==> src/rtl/mem_port_arbiter.sv <==
// Fetch/data arbiter and wait-state sequencer for the shared unified memory.
// Define MEM_ARB_RR_EN for round-robin arbitration; default is data priority.
module mem_port_arbiter #(
    parameter int ADDR_W  = 32,
    parameter int DATA_W  = 32,
    parameter int LATENCY = 2
) (
    input  logic              clk,
    input  logic              rst,
    input  logic              if_req,
    input  logic [ADDR_W-1:0] if_addr,
    output logic [DATA_W-1:0] if_rdata,
    output logic              if_ready,
    input  logic              dm_req,
    input  logic              dm_we,
    input  logic [ADDR_W-1:0] dm_addr,
    input  logic [DATA_W-1:0] dm_wdata,
    output logic [DATA_W-1:0] dm_rdata,
    output logic              dm_ready,
    output logic              mem_en,
    output logic              mem_we,
    output logic [ADDR_W-1:0] mem_addr,
    output logic [DATA_W-1:0] mem_wdata,
    input  logic [DATA_W-1:0] mem_rdata
);

    localparam logic [1:0] S_IDLE = 2'd0;
    localparam logic [1:0] S_BUSY = 2'd1;
    localparam logic [1:0] S_RESP = 2'd2;

    localparam logic [3:0] CNT_LAST = 4'(LATENCY - 1);

    logic [1:0]        state;
    logic [3:0]        cnt;
    logic              grant_dm;
    logic [ADDR_W-1:0] addr_q;
    logic              we_q;
    logic [DATA_W-1:0] wdata_q;
    logic              pick_dm;

`ifdef MEM_ARB_RR_EN
    logic last_dm;

    // On contention the requester not served last wins.
    always_comb begin
        pick_dm = dm_req;
        if (dm_req && if_req) begin
            pick_dm = ~last_dm;
        end
    end

    always_ff @(posedge clk or posedge rst) begin
        if (rst) begin
            last_dm <= 1'b0;
        end else if (state == S_IDLE && (if_req || dm_req)) begin
            last_dm <= pick_dm;
        end
    end
`else
    assign pick_dm = dm_req;
`endif

    always_ff @(posedge clk or posedge rst) begin
        if (rst) begin
            state    <= S_IDLE;
            cnt      <= 4'd0;
            grant_dm <= 1'b1;
            addr_q   <= '0;
            we_q     <= 1'b0;
            wdata_q  <= '0;
            if_rdata <= '0;
            dm_rdata <= '0;
        end else begin
            case (state)
                S_IDLE: begin
                    if (if_req || dm_req) begin
                        grant_dm <= pick_dm;
                        addr_q   <= pick_dm ? dm_addr : if_addr;
                        we_q     <= pick_dm & dm_we;
                        wdata_q  <= pick_dm ? dm_wdata : '0;
                        cnt      <= 4'd0;
                        state    <= S_BUSY;
                    end
                end
                S_BUSY: begin
                    if (cnt == CNT_LAST) begin
                        state <= S_RESP;
                        if (!we_q) begin
                            if (grant_dm) begin
                                dm_rdata <= mem_rdata;
                            end else begin
                                if_rdata <= mem_rdata;
                            end
                        end
                    end else begin
                        cnt <= cnt + 4'd1;
                    end
                end
                S_RESP: begin
                    state <= S_IDLE;
                end
                default: begin
                    state <= S_IDLE;
                end
            endcase
        end
    end

    assign mem_en    = (state == S_BUSY);
    assign mem_we    = mem_en & we_q & grant_dm;
    assign mem_addr  = addr_q;
    assign mem_wdata = wdata_q;
    assign if_ready  = (state == S_RESP) & ~grant_dm;
    assign dm_ready  = (state == S_RESP) & grant_dm;

endmodule
==> config.mk <==
export PLATFORM = sky130hd
export DESIGN_NAME = mem_port_arbiter
export DESIGN_NICKNAME = d
export VERILOG_FILES = /design/src/rtl/mem_port_arbiter.sv
export SDC_FILE = /design/constraint.sdc
export NUM_CORES = 1
export LEC_CHECK = 0
export BUFFER_PORTS_ARGS = -buffer_cell sky130_fd_sc_hd__buf_4
export CAP_MARGIN = 10
export CORE_MARGIN = 2
export CORE_UTILIZATION = 46
export CTS_CLUSTER_SIZE = 24
export DETAILED_ROUTE_END_ITERATION = 6
export PLACE_DENSITY = 0.79
export SLEW_MARGIN = 40
export SYNTH_ARGS = -nofsm -noshare
export SYNTH_HDL_FRONTEND = slang
export SYNTH_SLANG_ARGS = --single-unit
==> constraint.sdc <==
create_clock -name clk -period 5.7 [get_ports clk]
set_clock_uncertainty 0.1 [all_clocks]
set_input_delay 1.14 -clock clk [delete_from_list [all_inputs] [get_ports clk]]
set_output_delay 1.14 -clock clk [all_outputs]
set_load 0.005 [all_outputs]
==> flow_metrics.tcl, run 1 <==
set metrics [dict create \
    status "complete, no violations" \
    multi_input_area_um2 2003 \
    register_area_um2 3405 \
    numCtsBuffers 17 \
    io_buffers 264 \
    drv_slew 0 \
    final_layout_size_suffix_gt1_share_pct 55.67 \
    period_needed_ns 2.792 \
    h-tree-depth 4 \
    critPathMaxStageDelay_ns 0.40 \
    io_pins 265 \
    routed_wirelength_um 14680 \
    postCtsHoldBufs 0 \
    tritoncts "yes" \
    fmaxAchievable_mhz 358.2 \
    crit_type "register to output port" \
    worstPathRequired_ns 4.46 \
    path_cells "nand2b_1 > inv_1 > and3_1 > buf_4" \
    pwr-share-comb_pct 39.5 \
    p_leak_nw 4.162 \
    seq_power_share_pct 37.8 \
    tightest_slew_ns 0.6701 \
    synth_area_leaders "dfrtp_1 (61%), mux2_4 (8.1%), mux2_2 (6.9%), o21ai_0 (6.0%), mux2i_1 (5.9%)" \
    critPathTopFamily "simple AND/OR/NAND/NOR gates" \
    swShare_pct 30.42 \
    dr.first_iter.drc_count 259 \
    synth_fp_nets 527 \
    crit_path_end_kind "output port" \
    crit_path_top_delay_cell "dfrtp_1" \
    setup_tns_ns 0 \
    pwr-share-clk_pct 22.8 \
    grt_antenna_before_repair 0 \
    drtPass1Iterations 4 \
    timing.hold.ws_ns 0.4002 \
    clk_pin_slew_ns 0.06 \
    ys_seq_area_share_pct 61.19 \
    max_cap_viol_count 0 \
    ys_seq_elements 136 \
    p_switching_w 0.001400 \
    vias_per_cell 5.306 \
    vias 4287 \
    cts_sinks 136 \
    syn_inst 392 \
    wire_per_inst_um 18.17 \
    core_um2 11910 \
    grt_pass1_wl_um 22910 \
    clock_latency_ns 0.41 \
    grt_pass1_vias 4453 \
    worst-path-buf-inv 2 \
    dieHeight_um 114.0 \
    rows 40 \
    rsz0062_at_grt "false" \
    fillers 890 \
    worst_ep_arrival_time_ns 1.55 \
    hold_viol_final 0 \
    area_growth_pct 47.00 \
    synth_cell_types 34 \
    post_cts_buffers 0 \
    ir_worst_vdd_mv 0.2454 \
    hold_path.class "register to register" \
    initial_utilization_pct 46.71 \
    fin_crit_sh_pct 48.98 \
    synth_top_area_share_pct 60.72 \
    place_ws_ns 2.813 \
    p_per_area_nw_per_um2 562.6 \
    gpl.final_weighted_congestion 0.7752 \
    final_cells 808 \
    crit_fanout 7 \
    start_kind "register" \
    post_cts_resized 0 \
    cts_max_path_buffers 2 \
    hpwlAfterDp_um 10390 \
    drc 0 \
    relSlewSlack_pct 55.22 \
    avgSynthCellArea_um2 14.19 \
    nNetsFinal 784 \
    setup_violations 0 \
    placed_cells 777 \
    post-route-worst-setup-slack_ns 2.908 \
    yosysTopAreaCell "dfrtp_1" \
    intPower_w 0.003202 \
    overflow 0 \
    drtAntennaViolNets 0 \
    diodes 0 \
    synth_warnings 0 \
    grt.total_usage_pct 22.89 \
    grt_max_degree 89 \
    syn-cell-area_um2 5564 \
    cts-root-buf "clkbuf_16" \
    die_area_um2 12990 \
    die_x_um 114.0 \
]
path summary, 6_finish.rpt:
path | startpoint | endpoint | slack (ns) | cells past startpoint
worst max-delay path | state[1] | mem_we | 2.91 | 4
worst min-delay path | mem_wdata[16] | mem_wdata[16] | 0.40 | 1
worst max register to register | cnt[1] | if_rdata[14] | 3.20 | 5
worst min register to register | mem_wdata[16] | mem_wdata[16] | 0.40 | 1
max in group asynchronous | rst | mem_wdata[20] | 3.72 | 3
min in group asynchronous | rst | dm_rdata[21] | 0.69 | 2
through the flow:
step,power (W),utilization (%),cell area [µm²]
finish,0.004602,68.67,8179
global route,0.004875,68.67,8179
detailed placement,0.003573,63.91,7612
CTS,0.004643,68.65,8177
floorplan,0.002582,-,5564
global placement,0.003484,63.83,7604
routing by layer:
metal	global-route usage, %	routed length, µm	vias up
met3	6.695	1018	26
met1	27.81	5689	2136
met4	9.431	316	0
li1	-	-	1939
met5	0	0	-
met2	38.33	7654	186
placed cells by master, fill, tap and decap left out, types with 2 or more instances in the layout:
cell / count
clkbuf_16: 17
mux2_2: 34
buf_4: 267
clkinv_2: 5
a22o_1: 33
nor3b_1: 2
inv_1: 2
clkinvlp_4: 2
dfrtp_1: 135
mux2i_1: 33
clkbuf_8: 2
nand2_1: 2
ha_1: 2
clkbuf_1: 3
o21ai_0: 66
bufinv_16: 2
nor2_1: 2
mux2_4: 30
cell type report:
class	instances	share of cell area, %
tap	147	2.249
multi-input combinational	224	24.49
timing repair buffer	267	24.51
sequential	136	41.62
inverter	3	0.2295
clock inverter	9	1.224
clock buffer	22	5.675
power groups by stage:
stage	logic [W]	registers, W	clock network, W
2_1_floorplan	0.000856	0.00173	0
3_3_place_gp	0.00177	0.00171	0
3_5_place_dp	0.00184	0.00173	0
4_1_cts	0.00184	0.00173	0.00107
5_1_grt	0.00197	0.00179	0.00111
6_report	0.00182	0.00174	0.00105
flip-flops by register name, indices dropped and copies added (netlist names):
register   count
cnt            4
dm_rdata      32
grant_dm       1
if_rdata      32
mem_addr      32
mem_wdata     32
state          2
we_q           1
cells in the mapped netlist (all sizes together):
cell,count
and3b,1
ha,2
or4,1
a31o,1
clkbuf,23
o211ai,1
nand3b,1
xor2,1
nor3b,2
dfrtp,135
nand2,2
o22ai,1
nor2b,1
nand3,1
or2,1
and2,1
inv,3
o21ai,67
dfstp,1
buf,6
and3,1
nor2,3
or3b,1
mux2,64
nor3,1
nand2b,1
o221ai,1
nand4b,1
mux2i,33
a21o,1
a22o,33
cell families after synthesis:
family          Yosys count  share of synthesized area, %
compound gates          105                         11.92
xor+xnor                  1                        0.1574
fa+ha+maj                 2                        0.4497
buf+inv                  32                         3.171
flops                   136                         61.19
mux                      97                         20.91
simple gates             19                         2.204
Power figures use the tool's default switching activity.
==> run 2: changes to the inputs <==
--- a/config.mk
+++ b/config.mk
@@ -8,10 +8,10 @@
 export BUFFER_PORTS_ARGS = -buffer_cell sky130_fd_sc_hd__buf_4
 export CAP_MARGIN = 10
 export CORE_MARGIN = 2
-export CORE_UTILIZATION = 46
+export CORE_UTILIZATION = 42
 export CTS_CLUSTER_SIZE = 24
 export DETAILED_ROUTE_END_ITERATION = 6
-export PLACE_DENSITY = 0.79
+export PLACE_DENSITY = 0.76
 export SLEW_MARGIN = 40
 export SYNTH_ARGS = -nofsm -noshare
 export SYNTH_HDL_FRONTEND = slang
==> constraint.sdc (replaced) <==
create_clock -name clk -period 2.4 [get_ports clk]
set_clock_uncertainty 0.1 [all_clocks]
set_input_delay 0.48 -clock clk [delete_from_list [all_inputs] [get_ports clk]]
set_output_delay 0.48 -clock clk [all_outputs]
set_load 0.005 [all_outputs]
==> flow_metrics.tcl, run 2 (synthesized netlist as in run 1, its figures left out) <==
set metrics [dict create \
    status "complete, no violations" \
    ir_worst_vdd_mv 0.7345 \
    critPathMaxStageDelay_ns 0.50 \
    initial_utilization_pct 42.52 \
    drtAntennaViolNets 0 \
    fin_crit_sh_pct 97.18 \
    clk_pin_slew_ns 0.06 \
    post_cts_resized 0 \
    drc 0 \
    final_area_um2 8343 \
    crit_path_end_kind "register" \
    drtPass1Iterations 4 \
    post-route-worst-setup-slack_ns 0.06775 \
    r2r-end "if_rdata[4]" \
    worst-path-buf-inv 2 \
    gpl.final_weighted_congestion 0.7404 \
    rsz0062_at_grt "false" \
    final_layout_size_suffix_gt1_share_pct 55.99 \
    post_cts_buffers 0 \
    p_per_area_nw_per_um2 1334 \
    critPathTopFamily "simple AND/OR/NAND/NOR gates" \
    h-tree-depth 4 \
    wire_per_inst_um 16.88 \
    grt_pass1_wl_um 22600 \
    vias_per_cell 5.073 \
    die_x_um 119.1 \
    reg2reg_slack_ns 0.07 \
    layout_commonest_cell "buf_4" \
    numCtsBuffers 17 \
    path_cells "inv_1 > ha_1 > or3b_4 > or4_4 > buf_12 > mux2_4" \
    grt.total_usage_pct 20.39 \
    final_cell_mix "buf_4 (270), dfrtp_1 (135), o21ai_0 (66), mux2_2 (34)" \
    diodes 0 \
    crit_fanout 32 \
    reg2reg_depth 6 \
    crit_type "register to register" \
    routed_wirelength_um 14250 \
    cts_max_path_buffers 2 \
    hold_path.class "input port to async pin" \
    worst_ep_arrival_time_ns 2.52 \
    period_needed_ns 2.332 \
    relSlewSlack_pct 61.98 \
    rows 42 \
    io_buffers 264 \
    setup_violations 0 \
    crit_path_top_delay_cell "or4_4" \
    p_leak_nw 4.231 \
    grt_pass1_vias 4462 \
    postCtsHoldBufs 0 \
    drv_slew 0 \
    hpwlAfterDp_um 10220 \
    place_area_um2 7724 \
    core_um2 13090 \
    grt_antenna_before_repair 0 \
    fmaxAchievable_mhz 428.8 \
    start_kind "register" \
    hold_viol_final 0 \
    regToRegStartpoint "cnt[1]" \
    vias 4282 \
    grt_max_degree 87 \
    dr.first_iter.drc_count 240 \
    tritoncts "yes" \
    worstPathRequired_ns 2.59 \
    place_ws_ns 0.08657 \
    nNetsFinal 790 \
    cts_sinks 136 \
    area_growth_pct 49.94 \
    overflow 0 \
    clock_latency_ns 0.40 \
    cts-root-buf "clkbuf_16" \
    max_cap_viol_count 0 \
    die_area_um2 14180 \
    io_pins 265 \
    tightest_slew_ns 0.5703 \
    setup_tns_ns 0 \
    dieHeight_um 119.1 \
]
run 2: cell types whose count changed in the layout (fill, tap and decap cells not counted), moves of 2 or more:
cell,delta
clkbuf_8,+3
buf_4,+3
buf_12,+3
clkinv_2,-2
run 2: area by class of cell:
type                            count  area [µm²]
Fill cell                        1007        4742
Tap cell                          176       220.2
Clock buffer                       25       505.5
Sequential cell                   136        3405
Multi-Input combinational cell    224        1997
Clock inverter                      7       113.9
Inverter                            3       15.01
Timing Repair Buffer              273        2087
run 2: where the power goes:
| part | total, W | internal (W) | switching [W] |
|---|---|---|---|
| Combinational | 0.00434 | 0.00264 | 0.00170 |
| Clock | 0.00268 | 0.00177 | 0.000912 |
| Sequential | 0.00411 | 0.00343 | 0.000682 |
| Total | 0.0111 | 0.00784 | 0.00329 |
run 2: how the worst max path moves through the flow:
stage	startpoint	to	slack [ns]	depth (start not counted)
CTS	cnt[1]	if_rdata[4]	0.08	6
global route	cnt[1]	if_rdata[4]	0.001	6
global placement	cnt[1]	if_rdata[6]	0.16	6
finish	cnt[1]	if_rdata[4]	0.07	6
floorplan	rst	cnt[0]	0.13	1
detailed placement	cnt[1]	if_rdata[6]	0.09	6
run 2: through the flow:
step                util (%)  hold slack, ns  total power [W]  std cells
floorplan                  -          0.3896         0.006134        392
global placement       59.03          0.3845         0.008338        812
detailed placement     59.03          0.3832         0.008518        812
CTS                    63.76         0.06389          0.01125        844
global route           63.76         0.07834          0.01179        844
finish                 63.76         0.07473          0.01113        844
run 2: routing by layer:
layer  routed length (µm)  share of wire, %  vias up  global-route usage (%)
met4                  271               1.9        0                   8.557
met3                  869               6.1       23                   5.364
met1                 5749                40     2139                   24.72
met2                 7359                52      165                   34.45
li1                     -                 -     1955                       -
met5                    0                 0        -                       0
run 2: worst min-delay path: cells and delay by family:
kind / cells / cell delay [ns]
buffers and inverters: 3 / 0.48
